File: config.mk
export PLATFORM = sky130hd
export DESIGN_NAME = chebyshev_term_sequencer
export DESIGN_NICKNAME = d
export VERILOG_FILES = /design/src/rtl/chebyshev_term_sequencer.sv
export SDC_FILE = /design/constraint.sdc
export NUM_CORES = 1
export LEC_CHECK = 0
export CAP_MARGIN = 20
export CORE_ASPECT_RATIO = 0.6
export CORE_MARGIN = 2
export CORE_UTILIZATION = 30
export DETAILED_ROUTE_END_ITERATION = 8
export SYNTH_ARGS = -nofsm -noshare
export SYNTH_HDL_FRONTEND = slang
export SYNTH_SLANG_ARGS = --single-unit
File: constraint.sdc
create_clock -name clk -period 13.5 [get_ports clk]
set_input_delay 2.7 -clock clk [delete_from_list [all_inputs] [get_ports clk]]
set_output_delay 2.7 -clock clk [all_outputs]
set_load 0.05 [all_outputs]
File: src/rtl/chebyshev_term_sequencer.sv
// Streams Chebyshev terms T_0..T_N for one fixed-point argument using
// T_k = 2*x*T_(k-1) - T_(k-2) on a single shared multiply/subtract with saturation.
module chebyshev_term_sequencer #(
   parameter int WL    = 16,
   parameter int FRAC  = 12,
   parameter int ORD_W = 5
) (
   input  logic             clk,
   input  logic             rst_n,
   input  logic             start_valid,
   output logic             start_ready,
   input  logic [WL-1:0]    x_in,
   input  logic [ORD_W-1:0] order_in,
   output logic             out_valid,
   input  logic             out_ready,
   output logic [WL-1:0]    out_data,
   output logic [ORD_W-1:0] out_index,
   output logic             out_last,
   output logic             out_sat,
   output logic             busy
);

   typedef enum logic [1:0] {IDLE, EMIT, MUL, ADD} state_t;

   localparam logic [WL-1:0] ONE = {{(WL-FRAC-1){1'b0}}, 1'b1, {FRAC{1'b0}}};
   localparam logic signed [2*WL:0] D_MAX = $signed({{(WL+2){1'b0}}, {(WL-1){1'b1}}});
   localparam logic signed [2*WL:0] D_MIN = $signed({{(WL+2){1'b1}}, {(WL-1){1'b0}}});
   localparam logic [WL-1:0] W_MAX = {1'b0, {(WL-1){1'b1}}};
   localparam logic [WL-1:0] W_MIN = {1'b1, {(WL-1){1'b0}}};

   state_t                  state;
   logic signed [WL-1:0]    x_r;
   logic        [ORD_W-1:0] n_r;
   logic signed [WL-1:0]    cur;
   logic signed [WL-1:0]    prev;
   logic signed [2*WL-1:0]  product;
   logic        [ORD_W-1:0] idx;
   logic                    sat;
   logic                    last;

   logic signed [2*WL-1:0]  t;
   logic signed [2*WL:0]    d;
   logic        [WL-1:0]    result;
   logic                    clip;
   logic        [ORD_W-1:0] idx_inc;

   assign out_data  = cur;
   assign out_index = idx;
   assign out_sat   = sat;
   assign out_last  = last;
   assign idx_inc   = idx + ORD_W'(1);

   // Shifting by FRAC-1 rather than FRAC folds in the recurrence's factor of 2.
   always_comb begin
      t      = product >>> (FRAC-1);
      d      = {t[2*WL-1], t} - {{(WL+1){prev[WL-1]}}, prev};
      clip   = 1'b1;
      result = W_MAX;
      if (d > D_MAX) begin
         result = W_MAX;
      end else if (d < D_MIN) begin
         result = W_MIN;
      end else begin
         result = d[WL-1:0];
         clip   = 1'b0;
      end
   end

   always_ff @(posedge clk) begin
      if (!rst_n) begin
         state       <= IDLE;
         x_r         <= '0;
         n_r         <= '0;
         cur         <= '0;
         prev        <= '0;
         product     <= '0;
         idx         <= '0;
         sat         <= 1'b0;
         last        <= 1'b0;
         out_valid   <= 1'b0;
         start_ready <= 1'b1;
         busy        <= 1'b0;
      end else begin
         case (state)
            IDLE: begin
               if (start_valid) begin
                  x_r         <= x_in;
                  n_r         <= order_in;
                  cur         <= ONE;
                  prev        <= '0;
                  idx         <= '0;
                  sat         <= 1'b0;
                  last        <= (order_in == '0);
                  state       <= EMIT;
                  out_valid   <= 1'b1;
                  start_ready <= 1'b0;
                  busy        <= 1'b1;
               end
            end
            EMIT: begin
               if (out_ready) begin
                  if (idx == n_r) begin
                     state       <= IDLE;
                     out_valid   <= 1'b0;
                     start_ready <= 1'b1;
                     busy        <= 1'b0;
                  end else if (idx == '0) begin
                     // T_1 is x itself, so it skips the multiplier.
                     prev <= cur;
                     cur  <= x_r;
                     sat  <= 1'b0;
                     idx  <= ORD_W'(1);
                     last <= (n_r == ORD_W'(1));
                  end else begin
                     state     <= MUL;
                     out_valid <= 1'b0;
                  end
               end
            end
            MUL: begin
               product <= (2*WL)'(x_r) * (2*WL)'(cur);
               state   <= ADD;
            end
            ADD: begin
               prev      <= cur;
               cur       <= result;
               sat       <= clip;
               idx       <= idx_inc;
               last      <= (idx_inc == n_r);
               state     <= EMIT;
               out_valid <= 1'b1;
            end
            default: state <= IDLE;
         endcase
      end
   end

endmodule

After elaboration in Yosys (flattened, before gate mapping)
Index checks and enable logic that the tools add are counted.
{"block": "classes", "n_mul": 1, "muxes": 45, "n_reduce_logical": 10, "addsub": 2, "n_lt_le_gt_ge": 2, "eq_ne": 12}
{"cell": "$mux 16", "count": 10}
{"cell": "$pmux 16 s3", "count": 2}
{"cell": "$mul 16x16->32", "count": 1}
{"cell": "$gt 22x16->1 const B", "count": 1}
{"cell": "$lt 22x16->1 const B", "count": 1}
{"cell": "$sub 21x16->22", "count": 1}
{"cell": "$mux 5", "count": 4}
{"cell": "$mux 1", "count": 18}
{"cell": "$pmux 5 s3", "count": 1}
{"cell": "$eq 5x5->1", "count": 2}
{"cell": "$logic_not 5->1", "count": 2}
{"cell": "$ne 2x2->1 const B", "count": 5}
{"cell": "$pmux 1 s3", "count": 3}
{"cell": "$mux 2", "count": 4}
{"cell": "$pmux 2 s4", "count": 1}
{"cell": "$reduce_and 4->1", "count": 2}
{"cell": "$add 5x1->5 const B", "count": 1}
{"cell": "$eq 5x1->1 const B", "count": 1}
{"cell": "$reduce_and 5->1", "count": 1}
{"cell": "$eq 2x2->1 const B", "count": 2}
{"cell": "$pmux 1 s2", "count": 2}
{"cell": "$ne 3x3->1 const B", "count": 1}
{"cell": "$reduce_and 3->1", "count": 1}
{"cell": "$reduce_bool 3->1", "count": 1}
{"cell": "other kinds (4)", "count": 4}
{"block": "totals", "register_bits": 97, "out_inout_bits": 26}

Longest topological paths before layout
{"block": "logic_depth", "ltp_word": 5, "ltp_mapped": 25, "mapped_depth_nobuf": 23}

Least setup slack after synthesis
No wires, ideal clock.
{"block": "synth_path", "kind": "register to register", "startpoint": "register cur[1] (netlist: out_data[1])", "endpoint": "register product[28]", "setup_ns": 0.070, "arrival_time_ns": 6.328, "stages_incl_launch_ff": 21, "period_less_slack_ns": 6.399, "setup_slack_ns": 7.101, "path_cell_list": "dfxtp_1 clkbuf_1 nand2_1 fa_1 fa_1 inv_1 fa_1 inv_1 fa_1 inv_1 fa_1 fa_1 ha_1 and3_1 a221oi_1 o211ai_1 a31oi_1 a21oi_1 a21oi_1 o311ai_0 a21oi_1"}
{"block": "synth_via", "elab_chain_cells": 1}
{"item": "start: declaration", "line": "34", "text": "logic signed [WL-1:0] cur;"}
{"item": "start signal: assignment", "line": "110", "text": "cur <= x_r;"}
{"item": "start signal: assignment", "line": "126", "text": "cur <= result;"}
{"item": "$mul 16x16->32", "line": "121", "text": "product <= (2*WL)'(x_r) * (2*WL)'(cur);"}
{"item": "end signal: assignment", "line": "121"}
{"item": "end: declaration", "line": "36", "text": "logic signed [2*WL-1:0] product;"}
No other way between the ends.
A chain may end at the register's enable or synchronous reset.

Worst setup path after layout
{"block": "layout_path", "startpoint": "register x_r[10]", "endpoint": "register product[28]"}
{"block": "layout_via", "elab_chain_cells": 1}
{"item": "start: declaration", "line": "32", "text": "logic signed [WL-1:0] x_r;"}
{"item": "start signal: assignment", "line": "87", "text": "x_r <= x_in;"}
{"item": "$mul 16x16->32", "line": "121"}
No other way between the ends.

==> impl_metrics.csv <==
group,metric,value,unit
routing,dr.pass1.iters,5,
die,die_h,174.0,um
clock_network,cts_sinks,86,
clock_network,hold_buffers,0,
timing,setup-violations-final,0,
yosys,syn_nets,2069,
yosys,yosys_warnings,0,
routing,via_per_inst,4.894,
yosys,synthesis.area,14450,um^2
placed_design,dp_slack,6.436,ns
layout,areaGrowthSynthToFinish,9.545,%
timing,worst_slew_pin_slew,1.013,ns
min_path,hp-class,"reg -> reg",
yosys,ys_top_cells_by_area,"fa_1 (36%), dfxtp_1 (12%), ha_1 (9.4%)",
yosys,yosys.area.top_type,"fa_1",
min_path,whs_endpoint,"prev[15]",
power,power,1.196,mW
placed_design,port_buffers,50,
worst_setup_path,rrSetupSlack,6.36,ns
yosys,synth.avg_cell_area,8.629,um^2
timing,final.setup.tns,0,ns
worst_setup_path,ff2ff_path_depth,19,
die,coreArea,47710,um^2
routing,drt-wirelength-per-cell,18.59,um
routing,antenna_left,0,
clock_network,numCtsBuffers,9,
clock_network,cts_root_buffer,"clkbuf_16",
power,p_per_area,75.61,nW/um^2
timing,fin_crit_sh,52.87,%
timing,max_freq,140.1,MHz
timing,slew_violations,0,
grt,grt_max_degree,49,
die,io_pins,51,
grt,grt_use_met1,28.88,%
routing,drt_iter0_drc,935,
yosys,synthFlopType,"dfxtp_1",
worst_setup_path,crit_type,"reg -> reg",
die,start_util,30.28,%
clock_network,cts_resized,0,
yosys,ys_seq_area_share,11.92,%
clock_network,post-cts-setup-buffers,0,
placed_design,place_congestion,0.8946,
die,die-area,49980,um^2
yosys,synthArstFlopShare,0,%
layout,nFillCells,4952,
clock_network,ctsHtreeMaxLevel,3,
clock_network,clock_path_buffers,2,
layout,layout-drive-gt1-share,3.245,%
worst_setup_path,r2r_end,"product[28]",
timing,finalHoldViolCount,0,
worst_setup_path,crit_fanout,18,
worst_setup_path,start_kind,"register",
layout,antenna_cells,0,
timing,rsz0062_at_grt,"no",
die,die_x,287.3,um
worst_setup_path,reg2reg_from,"x_r[10]",
job,cap_violations,0,
die,rows,62,
min_path,hold_path_startpoint,"prev[15]",
yosys,synth_edf_count,0,
timing,skew,0.007225,ns
grt,busiest_layer,"met1",
power,pwr-share-seq,28.1,%
power,irDropWorstVdd,92.96,uV
grt,antenna_found_initial,0,
routing,vias,11280,
power,combPwrFrac,48.4,%
clock_network,clk_pin_slew_worst_paths,0.07,ns
placed_design,place_hpwl,34110,um
min_path,hold_depth,2,
yosys,yosysUniqueCellTypes,70,
clock_network,cts_tree,"built",
layout,fin_nets,2055,
yosys,synth_seq_cells,86,
power,internal_power,0.6400,mW
routing,drc,0,
grt,grt_usage,17.70,%
power,power.net_switching,0.5564,mW
timing,setup_ws,6.362,ns
timing,max_slew_margin,32.40,%
run_status,status,"finished clean",
worst_setup_path,arrival,7.42,ns
yosys,synth_top_area_share,36.31,%
grt,grt_use_met3,3.976,%
worst_setup_path,worstPathRequired,13.78,ns
grt,grt_pass1_wl,68280,um
yosys,synth_cells,1674,
routing,wl,42840,um
timing,fin_crit,7.138,ns
worst_setup_path,cp-end-kind,"register",
grt,grt-ovfl-total,0,
grt,grt_util_met2,23.78,%
grt,grt_pass1_vias,11670,
power,leakage,7.581,nW
power,pwr-share-clk,23.5,%
layout,layout_common_cells,"inv_1 (318), fa_1 (262), nand2_1 (249)",
power,switching_share,46.51,%
layout,final_common_cell,"inv_1",
clock_network,clk_latency,0.36,ns
==> registers in the layout, summed over array words and instances, names as in the netlist <==
signal / flops
prev: 16
out_sat: 1
n_r: 5
product: 21
state: 2
x_r: 16
out_last: 1
out_data: 16
busy: 1
out_valid: 1
start_ready: 1
out_index: 5
==> cell usage after synthesis (4+ instances only) <==
cell / instances
inv_1: 319
fa_1: 262
nand2_1: 249
and2_1: 117
ha_1: 108
dfxtp_1: 86
clkbuf_1: 76
a21oi_1: 74
nand3_1: 48
nor2_1: 48
xnor2_1: 30
o21ai_0: 25
a21o_1: 22
xor2_1: 18
a211oi_1: 15
nor3_1: 15
a221o_1: 14
a31oi_1: 10
o211ai_1: 8
o21a_1: 8
nand2b_1: 7
or3_1: 7
and3_1: 6
buf_1: 6
buf_2: 6
nor2b_1: 6
o21bai_1: 6
or2_2: 6
a311oi_1: 4
and4_1: 4
mux2i_1: 4
nand4_1: 4
==> layer usage <==
| layer | vias up | wire length, um |
|---|---|---|
| met1 | 5588 | 21800 |
| met3 | 26 | 4182 |
| met2 | 473 | 16540 |
| li1 | 5189 | - |
| met4 | 0 | 318 |
| met5 | - | 0 |
==> logic make-up after synthesis <==
| logic type | Yosys count | share of synthesized area, % |
|---|---|---|
| AO/OA/AOI/OAI | 228 | 10.92 |
| XOR/XNOR | 48 | 2.910 |
| multiplexers | 6 | 0.4331 |
| flip-flops | 86 | 11.92 |
| AND/OR/NAND/NOR | 527 | 17.37 |
| buffers and inverters | 409 | 10.78 |
| adder cells (fa/ha/maj) | 370 | 45.66 |
==> critical path: stages, from the launching register on <==
cell      delay [ns]
dfxtp_1         0.82
nand2_1         0.18
fa_1            0.54
fa_1            0.55
inv_1           0.05
fa_1            0.50
inv_1           0.06
fa_1            0.55
inv_1           0.05
fa_1            0.52
fa_1            0.48
ha_1            0.36
and3_1          0.21
a221oi_1        0.33
o211ai_1        0.24
a31oi_1         0.54
a21oi_1         0.30
a21oi_1         0.38
o311ai_0        0.21
a21oi_1         0.17
==> power by group through the flow <==
stage          Clock (mW)  Sequential, mW  Combinational (mW)
4_1_cts             0.284           0.333               0.575
2_1_floorplan           0           0.321               0.377
3_3_place_gp            0           0.336               0.559
3_5_place_dp            0           0.339               0.566
5_1_grt             0.297           0.339               0.635
6_report            0.281           0.336               0.579
==> stage by stage <==
step                hold slack [ns]  util (%)  std cells  area [um^2]
floorplan                    0.4319         -       1674        14450
global placement             0.4378     32.51       2289        15510
detailed placement           0.4451     32.51       2289        15510
CTS                          0.4588     33.17       2304        15820
global route                 0.4683     33.17       2304        15820
finish                       0.4536     33.17       2304        15820
==> how the worst max path moves through the flow <==
stage                     start     endpoint  cells after the start  slack, ns
finish                  x_r[10]  product[28]                     19       6.36
global route            x_r[15]  product[28]                     19       6.02
global placement        x_r[10]  product[28]                     19       6.57
floorplan           out_data[1]  product[28]                     20       7.10
detailed placement      x_r[10]  product[28]                     19       6.44
CTS                     x_r[10]  product[28]                     19       6.41
==> cell type report <==
cell class,instances,area (um^2),share of cell area (%)
tap,640,800.8,5.060
clock buffer,10,229.0,1.447
sequential,86,1722,10.88
clock inverter,5,85.08,0.5377
inverter,319,1197,7.567
timing repair buffer,65,613.1,3.874
multi-input combinational,1179,11180,70.63
No activity file was read; power rests on OpenSTA's default activity.
